File: config.mk
export PLATFORM = sky130hd
export DESIGN_NAME = element_counter_dispatch
export DESIGN_NICKNAME = d
export VERILOG_FILES = /design/src/rtl/rv32v_types_pkg.sv /design/src/rtl/slot_order_fifo.sv /design/src/rtl/element_counter_dispatch.sv
export SDC_FILE = /design/constraint.sdc
export NUM_CORES = 1
export LEC_CHECK = 0
export ABC_AREA = 1
export BUFFER_PORTS_ARGS = -buffer_cell sky130_fd_sc_hd__buf_2
export CORE_ASPECT_RATIO = 1.2
export CORE_MARGIN = 4
export CORE_UTILIZATION = 56
export CTS_CLUSTER_SIZE = 20
export DETAILED_ROUTE_END_ITERATION = 10
export HOLD_SLACK_MARGIN = 0.1
export PLACE_DENSITY = 0.86
export SYNTH_ARGS = -nofsm -noshare
export SYNTH_HDL_FRONTEND = slang
export SYNTH_HIERARCHICAL = 1
export SYNTH_SLANG_ARGS = --single-unit
File: constraint.sdc
create_clock -name CLK -period 3.7 [get_ports CLK]
set_clock_uncertainty 0.1 [all_clocks]
set_input_delay 0.185 -clock CLK [delete_from_list [all_inputs] [get_ports CLK]]
set_output_delay 0.185 -clock CLK [all_outputs]
set_load 0.005 [all_outputs]
File: src/rtl/rv32v_types_pkg.sv
// Shared types for the rv32v element-counter dispatch path.
// Slot lifecycle encoding and the default vector-length field width.
package rv32v_types_pkg;

    localparam int VL_WIDTH_DEF = 8;

    typedef enum logic [2:0] {
        IDLE   = 3'd0,
        START  = 3'd1,
        RUN    = 3'd2,
        RETIRE = 3'd3,
        FAULT  = 3'd4
    } slot_state_t;

endpackage

File: src/rtl/slot_order_fifo.sv
// Issue-order FIFO of slot ids; the head is the next op allowed to retire.
// Flush empties it in one cycle and takes priority over push and pop.
module slot_order_fifo #(
    parameter int DEPTH = 2,
    parameter int WIDTH = 1
) (
    input  logic             CLK,
    input  logic             nRST,
    input  logic             push_i,
    input  logic [WIDTH-1:0] data_i,
    input  logic             pop_i,
    input  logic             flush_i,
    output logic             empty_o,
    output logic             full_o,
    output logic [WIDTH-1:0] head_o
);

    localparam int PW = (DEPTH > 1) ? $clog2(DEPTH) : 1;
    localparam int CW = $clog2(DEPTH + 1);

    logic [WIDTH-1:0] mem_q [DEPTH];
    logic [PW-1:0]    wr_q, wr_d;
    logic [PW-1:0]    rd_q, rd_d;
    logic [CW-1:0]    cnt_q, cnt_d;
    logic             do_push, do_pop;

    // Wrapping increment so non-power-of-two depths work.
    function automatic logic [PW-1:0] ptr_inc(input logic [PW-1:0] p);
        return (p == PW'(DEPTH - 1)) ? '0 : p + 1'b1;
    endfunction

    assign empty_o = (cnt_q == '0);
    assign full_o  = (cnt_q == CW'(DEPTH));
    assign head_o  = mem_q[rd_q];

    assign do_push = push_i && !full_o && !flush_i;
    assign do_pop  = pop_i && !empty_o && !flush_i;

    always_comb begin
        wr_d  = wr_q;
        rd_d  = rd_q;
        cnt_d = cnt_q;
        if (flush_i) begin
            wr_d  = '0;
            rd_d  = '0;
            cnt_d = '0;
        end else begin
            if (do_push) wr_d = ptr_inc(wr_q);
            if (do_pop)  rd_d = ptr_inc(rd_q);
            cnt_d = cnt_q + CW'(do_push) - CW'(do_pop);
        end
    end

    always_ff @(posedge CLK or negedge nRST) begin
        if (!nRST) begin
            wr_q  <= '0;
            rd_q  <= '0;
            cnt_q <= '0;
            for (int i = 0; i < DEPTH; i++) mem_q[i] <= '0;
        end else begin
            wr_q  <= wr_d;
            rd_q  <= rd_d;
            cnt_q <= cnt_d;
            if (do_push) mem_q[wr_q] <= data_i;
        end
    end

endmodule

File: src/rtl/element_counter_dispatch.sv
// Dispatcher in front of the rv32v element-counter bank: allocates counter slots to
// decoded vector ops, drives per-slot start/clear/stall, and retires ops in issue order.
//
// state  | meaning
// -------+---------------------------------------------------------------
// IDLE   | slot free, may be allocated to the next accepted op
// START  | one-cycle cnt_start pulse, vl/vstart already latched
// RUN    | counter active; cnt_stall follows pipe_stall
// RETIRE | op finished (or was empty); waits to reach the order FIFO head
// FAULT  | element exception; offset latched, waits for in-order retirement
module element_counter_dispatch
    import rv32v_types_pkg::*;
#(
    parameter  int NUM_COUNTERS = 2,
    parameter  int VL_WIDTH     = VL_WIDTH_DEF,
    localparam int ID_WIDTH     = (NUM_COUNTERS > 1) ? $clog2(NUM_COUNTERS) : 1
) (
    input  logic                             CLK,
    input  logic                             nRST,
    input  logic                             issue_valid,
    output logic                             issue_ready,
    input  logic [VL_WIDTH-1:0]              issue_vl,
    input  logic [VL_WIDTH-1:0]              issue_vstart,
    input  logic                             flush,
    input  logic                             pipe_stall,
    output logic [NUM_COUNTERS-1:0]          cnt_start,
    output logic [NUM_COUNTERS-1:0]          cnt_clear,
    output logic [NUM_COUNTERS-1:0]          cnt_stall,
    output logic [NUM_COUNTERS*VL_WIDTH-1:0] cnt_vl,
    output logic [NUM_COUNTERS*VL_WIDTH-1:0] cnt_vstart,
    input  logic [NUM_COUNTERS-1:0]          cnt_done,
    input  logic [NUM_COUNTERS-1:0]          fault_valid,
    input  logic [NUM_COUNTERS*VL_WIDTH-1:0] fault_offset,
    output logic                             retire_valid,
    input  logic                             retire_ready,
    output logic [ID_WIDTH-1:0]              retire_id,
    output logic                             retire_fault,
    output logic [VL_WIDTH-1:0]              retire_vstart
);

    slot_state_t             state_w [NUM_COUNTERS];
    logic [VL_WIDTH-1:0]     off_w   [NUM_COUNTERS];
    logic [NUM_COUNTERS-1:0] idle_w;
    logic [NUM_COUNTERS-1:0] sel_w;
    logic [ID_WIDTH-1:0]     alloc_id;
    logic [ID_WIDTH-1:0]     head_id;
    slot_state_t             head_state;
    logic                    fifo_empty, fifo_full;
    logic                    accept, pop, issue_empty;

    assign issue_ready = (|idle_w) && !fifo_full && !flush;
    assign accept      = issue_valid && issue_ready;
    assign issue_empty = (issue_vstart >= issue_vl);

    // Lowest-index free slot wins; scanning downward lets the last hit be the lowest.
    always_comb begin
        sel_w    = '0;
        alloc_id = '0;
        for (int i = NUM_COUNTERS - 1; i >= 0; i--) begin
            if (idle_w[i]) begin
                sel_w    = '0;
                sel_w[i] = 1'b1;
                alloc_id = ID_WIDTH'(i);
            end
        end
    end

    slot_order_fifo #(
        .DEPTH (NUM_COUNTERS),
        .WIDTH (ID_WIDTH)
    ) u_order (
        .CLK     (CLK),
        .nRST    (nRST),
        .push_i  (accept),
        .data_i  (alloc_id),
        .pop_i   (pop),
        .flush_i (flush),
        .empty_o (fifo_empty),
        .full_o  (fifo_full),
        .head_o  (head_id)
    );

    assign head_state    = state_w[head_id];
    assign retire_valid  = !fifo_empty && (head_state == RETIRE || head_state == FAULT);
    assign retire_fault  = retire_valid && (head_state == FAULT);
    assign retire_id     = retire_valid ? head_id : '0;
    assign retire_vstart = retire_fault ? off_w[head_id] : '0;
    assign pop           = retire_valid && retire_ready && !flush;

    for (genvar g = 0; g < NUM_COUNTERS; g++) begin : g_slot
        slot_state_t         state_q, state_d;
        logic [VL_WIDTH-1:0] vl_q, vstart_q, off_q;
        logic                clear_q;
        logic                take, retire_me, fault_hit;

        assign take      = accept && sel_w[g];
        assign retire_me = pop && (head_id == ID_WIDTH'(g));
        assign fault_hit = (state_q == RUN) && fault_valid[g];

        always_comb begin
            state_d = state_q;
            if (flush) begin
                state_d = IDLE;
            end else begin
                case (state_q)
                    IDLE:          if (take) state_d = issue_empty ? RETIRE : START;
                    START:         state_d = RUN;
                    RUN: begin
                        // Fault has priority over a same-cycle done.
                        if (fault_valid[g])   state_d = FAULT;
                        else if (cnt_done[g]) state_d = RETIRE;
                    end
                    RETIRE, FAULT: if (retire_me) state_d = IDLE;
                    default:       state_d = IDLE;
                endcase
            end
        end

        always_ff @(posedge CLK or negedge nRST) begin
            if (!nRST) begin
                state_q  <= IDLE;
                vl_q     <= '0;
                vstart_q <= '0;
                off_q    <= '0;
                clear_q  <= 1'b0;
            end else begin
                state_q <= state_d;
                clear_q <= flush ? (state_q != IDLE) : fault_hit;
                if (take) begin
                    vl_q     <= issue_vl;
                    vstart_q <= issue_vstart;
                end
                if (fault_hit && !flush) off_q <= fault_offset[g*VL_WIDTH +: VL_WIDTH];
            end
        end

        assign state_w[g]                          = state_q;
        assign off_w[g]                            = off_q;
        assign idle_w[g]                           = (state_q == IDLE);
        assign cnt_start[g]                        = (state_q == START);
        assign cnt_clear[g]                        = clear_q;
        assign cnt_stall[g]                        = (state_q == RUN) && pipe_stall;
        assign cnt_vl[g*VL_WIDTH +: VL_WIDTH]      = vl_q;
        assign cnt_vstart[g*VL_WIDTH +: VL_WIDTH]  = vstart_q;
    end

endmodule

## After elaboration in Yosys (flattened, before gate mapping)

Index checks and enable logic that the tools add are counted.

| storage, ports and cells | value |
|---|---|
| register bits | 62 |
| word-level logic and storage cells | 123 |

| operators by class | value |
|---|---|
| $add $sub $neg | 4 |
| $lt $le $gt $ge | 5 |
| equal/unequal tests | 17 |
| mux-type cells | 40 |
| bitwise gates (word level) | 4 |
| reduce and logical (&&, ||, !) cells | 38 |

Operators by type and width:

| cell | number |
|---|---|
| $mux W3 | 13 |
| $mux W8 | 4 |
| $pmux W3 S4 | 2 |
| $logic_and A1 B1 Y1 | 22 |
| $eq A3 B2 Y1 const B | 5 |
| $mux W1 | 15 |
| $eq A3 B3 Y1 const B | 3 |
| $ge A8 B8 Y1 | 1 |
| $mux W2 | 4 |
| $ne A4 B4 Y1 const B | 2 |
| $eq A3 B1 Y1 const B | 2 |
| $ge A2 B2 Y1 const B | 3 |
| $logic_not A3 Y1 | 2 |
| $ne A3 B2 Y1 const B | 2 |
| $ne A3 B3 Y1 const B | 2 |
| $not A1 Y2 | 3 |
| $reduce_and A3 Y1 | 2 |
| $reduce_bool A3 Y1 | 2 |
| $reduce_or A2 Y1 | 3 |
| $reduce_bool A2 Y1 | 2 |
| $logic_not A1 Y1 | 3 |
| $add A1 B1 Y1 const B | 2 |
| $add A2 B1 Y2 | 1 |
| $bwmux W2 | 1 |
| other kinds (7) | 7 |

## Logic depth before layout (Yosys ltp)

| logic depth | value |
|---|---|
| depth in word-level cells | 17 |
| mapped depth | 17 |

## Hierarchy

The synthesis kept the hierarchy.

By module, submodules not included:

| module | times used | cells an instance | area each (um^2) |
|---|---|---|---|
| element_counter_dispatch | 1 | 327 | 2907.8 |
| slot_order_fifo | 1 | 46 | 344.1 |

## Least setup slack after synthesis

No wires, ideal clock.

| path | value |
|---|---|
| kind | register -> register |
| start point | register u_order.rd_q |
| end point | register u_order.cnt_q[1] |
| setup time | 0.119 ns |
| arrival | 2.143 ns |
| setup slack | 1.338 ns |
| cell stages (with the launch flop) | 18 |
| period minus slack after synthesis | 2.362 ns |
| path through | dfrtp_1 > mux2_2 > buf_4 > inv_2 > nand2_1 > nand2_1 > nand3_1 > nand2_1 > nand2_1 > nor3_1 > o21ai_1 > nor2_1 > ha_1 > inv_1 > ha_1 > nand3_2 > nand2_1 > nor2_1 |

| on the way | value |
|---|---|
| word-level cells in the longest chain between the ends | 17 |

Ends and longest elaborated chain:

| what | RTL line | RTL |
|---|---|---|
| start, declared | slot_order_fifo.sv:23 | `logic [PW-1:0] rd_q, rd_d;` |
| start signal, assigned | slot_order_fifo.sv:62 | `rd_q <= rd_d;` |
| $not A1 Y2 (implied by the code) (*) | slot_order_fifo.sv:34 | `assign head_o = mem_q[rd_q];` |
| $mux W1 (implied by the code) (*) (3 in series) | slot_order_fifo.sv:34 |  |
| via head_id | element_counter_dispatch.sv:46 | `logic [ID_WIDTH-1:0] head_id;` |
| $not A1 Y2 (implied by the code) (*) | element_counter_dispatch.sv:83 | `assign head_state = state_w[head_id];` |
| $mux W3 (implied by the code) (*) (3 in series) | element_counter_dispatch.sv:83 |  |
| $eq A3 B2 Y1 / $eq A3 B3 Y1 (equally long branches) | element_counter_dispatch.sv:84 | `assign retire_valid = !fifo_empty && (head_state == RETIRE \|\| head_state == FAULT);` |
| $logic_or A1 B1 Y1 (*) | element_counter_dispatch.sv:84 |  |
| $logic_and A1 B1 Y1 (*) | element_counter_dispatch.sv:84 |  |
| $logic_and A1 B1 Y1 (*) (2 in series) | element_counter_dispatch.sv:88 | `assign pop = retire_valid && retire_ready && !flush;` |
| via pop | element_counter_dispatch.sv:49 | `logic accept, pop, issue_empty;` |
| $logic_and A1 B1 Y1 (*) (2 in series) | slot_order_fifo.sv:37 | `assign do_pop = pop_i && !empty_o && !flush_i;` |
| $sub A2 B1 Y2 (*) | slot_order_fifo.sv:50 | `cnt_d = cnt_q + CW'(do_push) - CW'(do_pop);` |
| $mux W2 (*) | slot_order_fifo.sv:43 | `if (flush_i) begin` |
| via u_order.cnt_d[1] | slot_order_fifo.sv:24 | `logic [CW-1:0] cnt_q, cnt_d;` |
| end signal, assigned | slot_order_fifo.sv:63 | `cnt_q <= cnt_d;` |
| end, declared | slot_order_fifo.sv:24 |  |

The timed path passes the listed nets; every way through them passes the cells marked *. The select of a mux whose other input is x is not followed.
A chain may end at the register's enable or synchronous reset.

## Worst setup path in the final report

Same ends and word-level chain as after synthesis.

==> results.json <==
{
  "grt_use_total": 0.259,
  "num_io_pins": 92,
  "crit_path_cell_trace": "mux2_2 -> inv_2 -> nand2_1 -> nand2_1 -> nand3_1 -> nand2_1 -> nand2_1 -> nor3_1 -> o21ai_1 -> nor2_1 -> ha_1 -> inv_1 -> ha_1 -> nand3_2 -> nand2_1 -> nor2_1",
  "ys_seq_area_frac": 0.477,
  "maxSlewViolCount": 0,
  "rsz0062_at_grt": "no",
  "synth_top_cell_area_share": 0.477,
  "setup_slack_ns": 0.910,
  "ctsResizeCount": 0,
  "root_buffer": "clkbuf_8",
  "status": "complete, no violations",
  "start_kind": "register",
  "grt_pass1_vias": 3067,
  "synth_flop_cell": "dfrtp_1",
  "post_cts_buffers": 0,
  "max-cap-violations": 0,
  "hpwl_um": 5590,
  "netlist_instances": 373,
  "n_antenna_cell": 0,
  "cpPeakStageDelay_ns": 0.50,
  "path_class": "register to register",
  "post-route-period-util": 0.754,
  "yosys.cell_types.count": 31,
  "numClockSinks": 62,
  "final_hold_viol_count": 0,
  "yosysTopAreaCell": "dfrtp_1",
  "dp_worst_setup_slack_ns": 0.987,
  "dp_cells": 517,
  "endpoint_kind": "register",
  "synth_nets": 425,
  "fin_crit_ns": 2.79,
  "numCtsBuffers": 9,
  "final_nets": 550,
  "ys_ff_latch": 62,
  "setup_tns_ns": 0,
  "clockBufferDepth": 2,
  "powerDensity_nw_per_um2": 693,
  "clk_latency_ns": 0.34,
  "p_total_w": 0.00295,
  "rows": 30,
  "cpMostUsedCell": "nand2_1",
  "cts_hold_buf": 34,
  "relSlewSlack": 0.592,
  "grt_max_degree": 38,
  "place_congestion": 0.886,
  "hold_class": "primary input to register",
  "clk_pin_slew_ns": 0.07,
  "power_leakage_nw": 2.34,
  "port_buffers": 91,
  "syn_area_um2": 3250,
  "fmax_mhz": 358,
  "overflow": 0,
  "routed_wl_um": 8710,
  "antenna_found_initial": 0,
  "drt_drc_violations_left": 0,
  "synth_edf_count": 0,
  "vdd_ir_drop_max_mv": 0.448,
  "ctsHtreeMaxLevel": 3,
  "start_util": 0.578,
  "fin_util": 0.756,
  "ys.warnings.count": 6,
  "finalSetupViolations": 0,
  "fp.dieH_um": 91.5,
  "drt-initial-drc-count": 166,
  "crit_required_ns": 3.83,
  "synth_area_leaders": "dfrtp_1 48%, nand2_1 11%, mux2_2 5.9%",
  "syn2layout_area_growth_pct": 31.0,
  "postRouteAntennaNets": 0,
  "worst_slew_pin_slew_ns": 0.612,
  "drive_above_1_share": 0.346,
  "cp_num_buf_inv": 2,
  "cts_tree": "built",
  "die_w_um": 77.6,
  "grt_pass1_wl_um": 14400,
  "core_area_um2": 5630,
  "cp.arrival_ns": 2.92,
  "routedWlPerCell_um": 15.4,
  "slowest_stage": "mux2_2",
  "ys_async_sr_fraction": 1.00,
  "dieArea_um2": 7100,
  "syn_area_per_cell_um2": 8.72,
  "vias_per_cell": 5.29,
  "path_delay_family": "simple AND/OR/NAND/NOR gates",
  "drt_pre_antenna_iters": 4,
  "final_cells": 567,
  "path_max_fanout": 16,
  "vias": 2998
}
==> worst reg2reg max path, delay by kind of cell, from the launching register on <==
family | cells | cell delay [ns]
fa+ha+maj | 2 | 0.40
buf+inv | 2 | 0.32
flops | 1 | 0.39
mux | 1 | 0.50
simple gates | 10 | 0.87
compound gates | 1 | 0.12
==> through the flow <==
step	hold WS (ns)	instance area, µm²
after global routing	0.198	4260
after global placement	0.116	3710
after detailed placement	0.124	3710
after CTS	0.130	4260
after floorplan	-0.211	3250
final	0.178	4260
==> Yosys cell counts (2+ instances only) <==
cell type and instances:
clkbuf_1 4, dfrtp_1 62, inv_2 7, ha_1 10, o21ai_1 3, nor2_1 22
a21oi_1 15, nand4_1 7, buf_4 5, nand2_2 17, o21ai_0 18, nand4_2 2
inv_1 41, nand3_1 13, or2_1 2, nor3_1 3, mux2_2 17, nand2_1 95
o21ai_2 16, buf_6 3
==> metal layers <==
layer / track usage / routed length [µm]
met5: 0 / 0
met4: 0.113 / 267
met3: 0.0744 / 561
met2: 0.460 / 4570
met1: 0.286 / 3310
==> where the power goes <==
group,total (W),switching [W],internal (W),leakage (nW)
Clock,0.000618,0.000285,0.000334,0.100
Combinational,0.00116,0.000660,0.000499,1.45
Sequential,0.00117,0.000201,0.000973,0.787
==> worst paths after layout <==
kind | startpoint | to | slack [ns] | cells past startpoint
max reg2reg | u_order/rd_q | u_order/cnt_q[1] | 0.91 | 16
max | u_order/rd_q | u_order/cnt_q[1] | 0.91 | 16
min reg2reg | g_slot[1].vstart_q[6] | g_slot[1].vstart_q[6] | 0.38 | 2
min in group asynchronous | nRST | g_slot[1].off_q[6] | 0.27 | 2
min | cnt_done[0] | g_slot[0].state_q[1] | 0.18 | 5
max in group asynchronous | nRST | g_slot[1].vstart_q[1] | 2.30 | 3
==> cell type report <==
cell class	count	area, µm²
Timing Repair Buffer	127	811
Tap cell	64	80.1
Multi-Input combinational cell	250	1430
Inverter	48	180
Clock buffer	10	138
Clock inverter	6	70.1
Fill cell	371	1370
Sequential cell	62	1550
==> logic make-up after synthesis <==
logic type	after synthesis	synth area share
muxes	17	0.0589
AOI/OAI and AO/OA	55	0.105
DFF	62	0.477
and+or+nand+nor	168	0.237
buffers and inverters	61	0.0835
adders and majority gates	10	0.0385
==> layout by cell type, fill, tap and decap left out, types with 2 or more instances in the layout <==
| cell type | n |
|---|---|
| nand3_1 | 13 |
| nor3_1 | 3 |
| o21ai_0 | 18 |
| nand2_2 | 17 |
| dlygate4sd3_1 | 34 |
| nand4_1 | 7 |
| buf_2 | 91 |
| clkbuf_8 | 10 |
| dfrtp_1 | 62 |
| nor2_1 | 22 |
| or2_1 | 2 |
| nand2_1 | 95 |
| buf_4 | 2 |
| o21ai_2 | 16 |
| clkinvlp_4 | 2 |
| inv_1 | 41 |
| ha_1 | 10 |
| inv_2 | 7 |
| mux2_2 | 17 |
| nand4_2 | 2 |
| a21oi_1 | 15 |
| o21ai_1 | 3 |
==> sequential cells by signal (all words and copies together), names as in the netlist <==
register and flops:
g_slot.vstart_q 16, u_order/rd_q 1, u_order/mem_q 2, g_slot.state_q 6, u_order/wr_q 1, g_slot.vl_q 16
u_order/cnt_q 2, g_slot.clear_q 2, g_slot.off_q 16
Power figures use the tool's default switching activity.
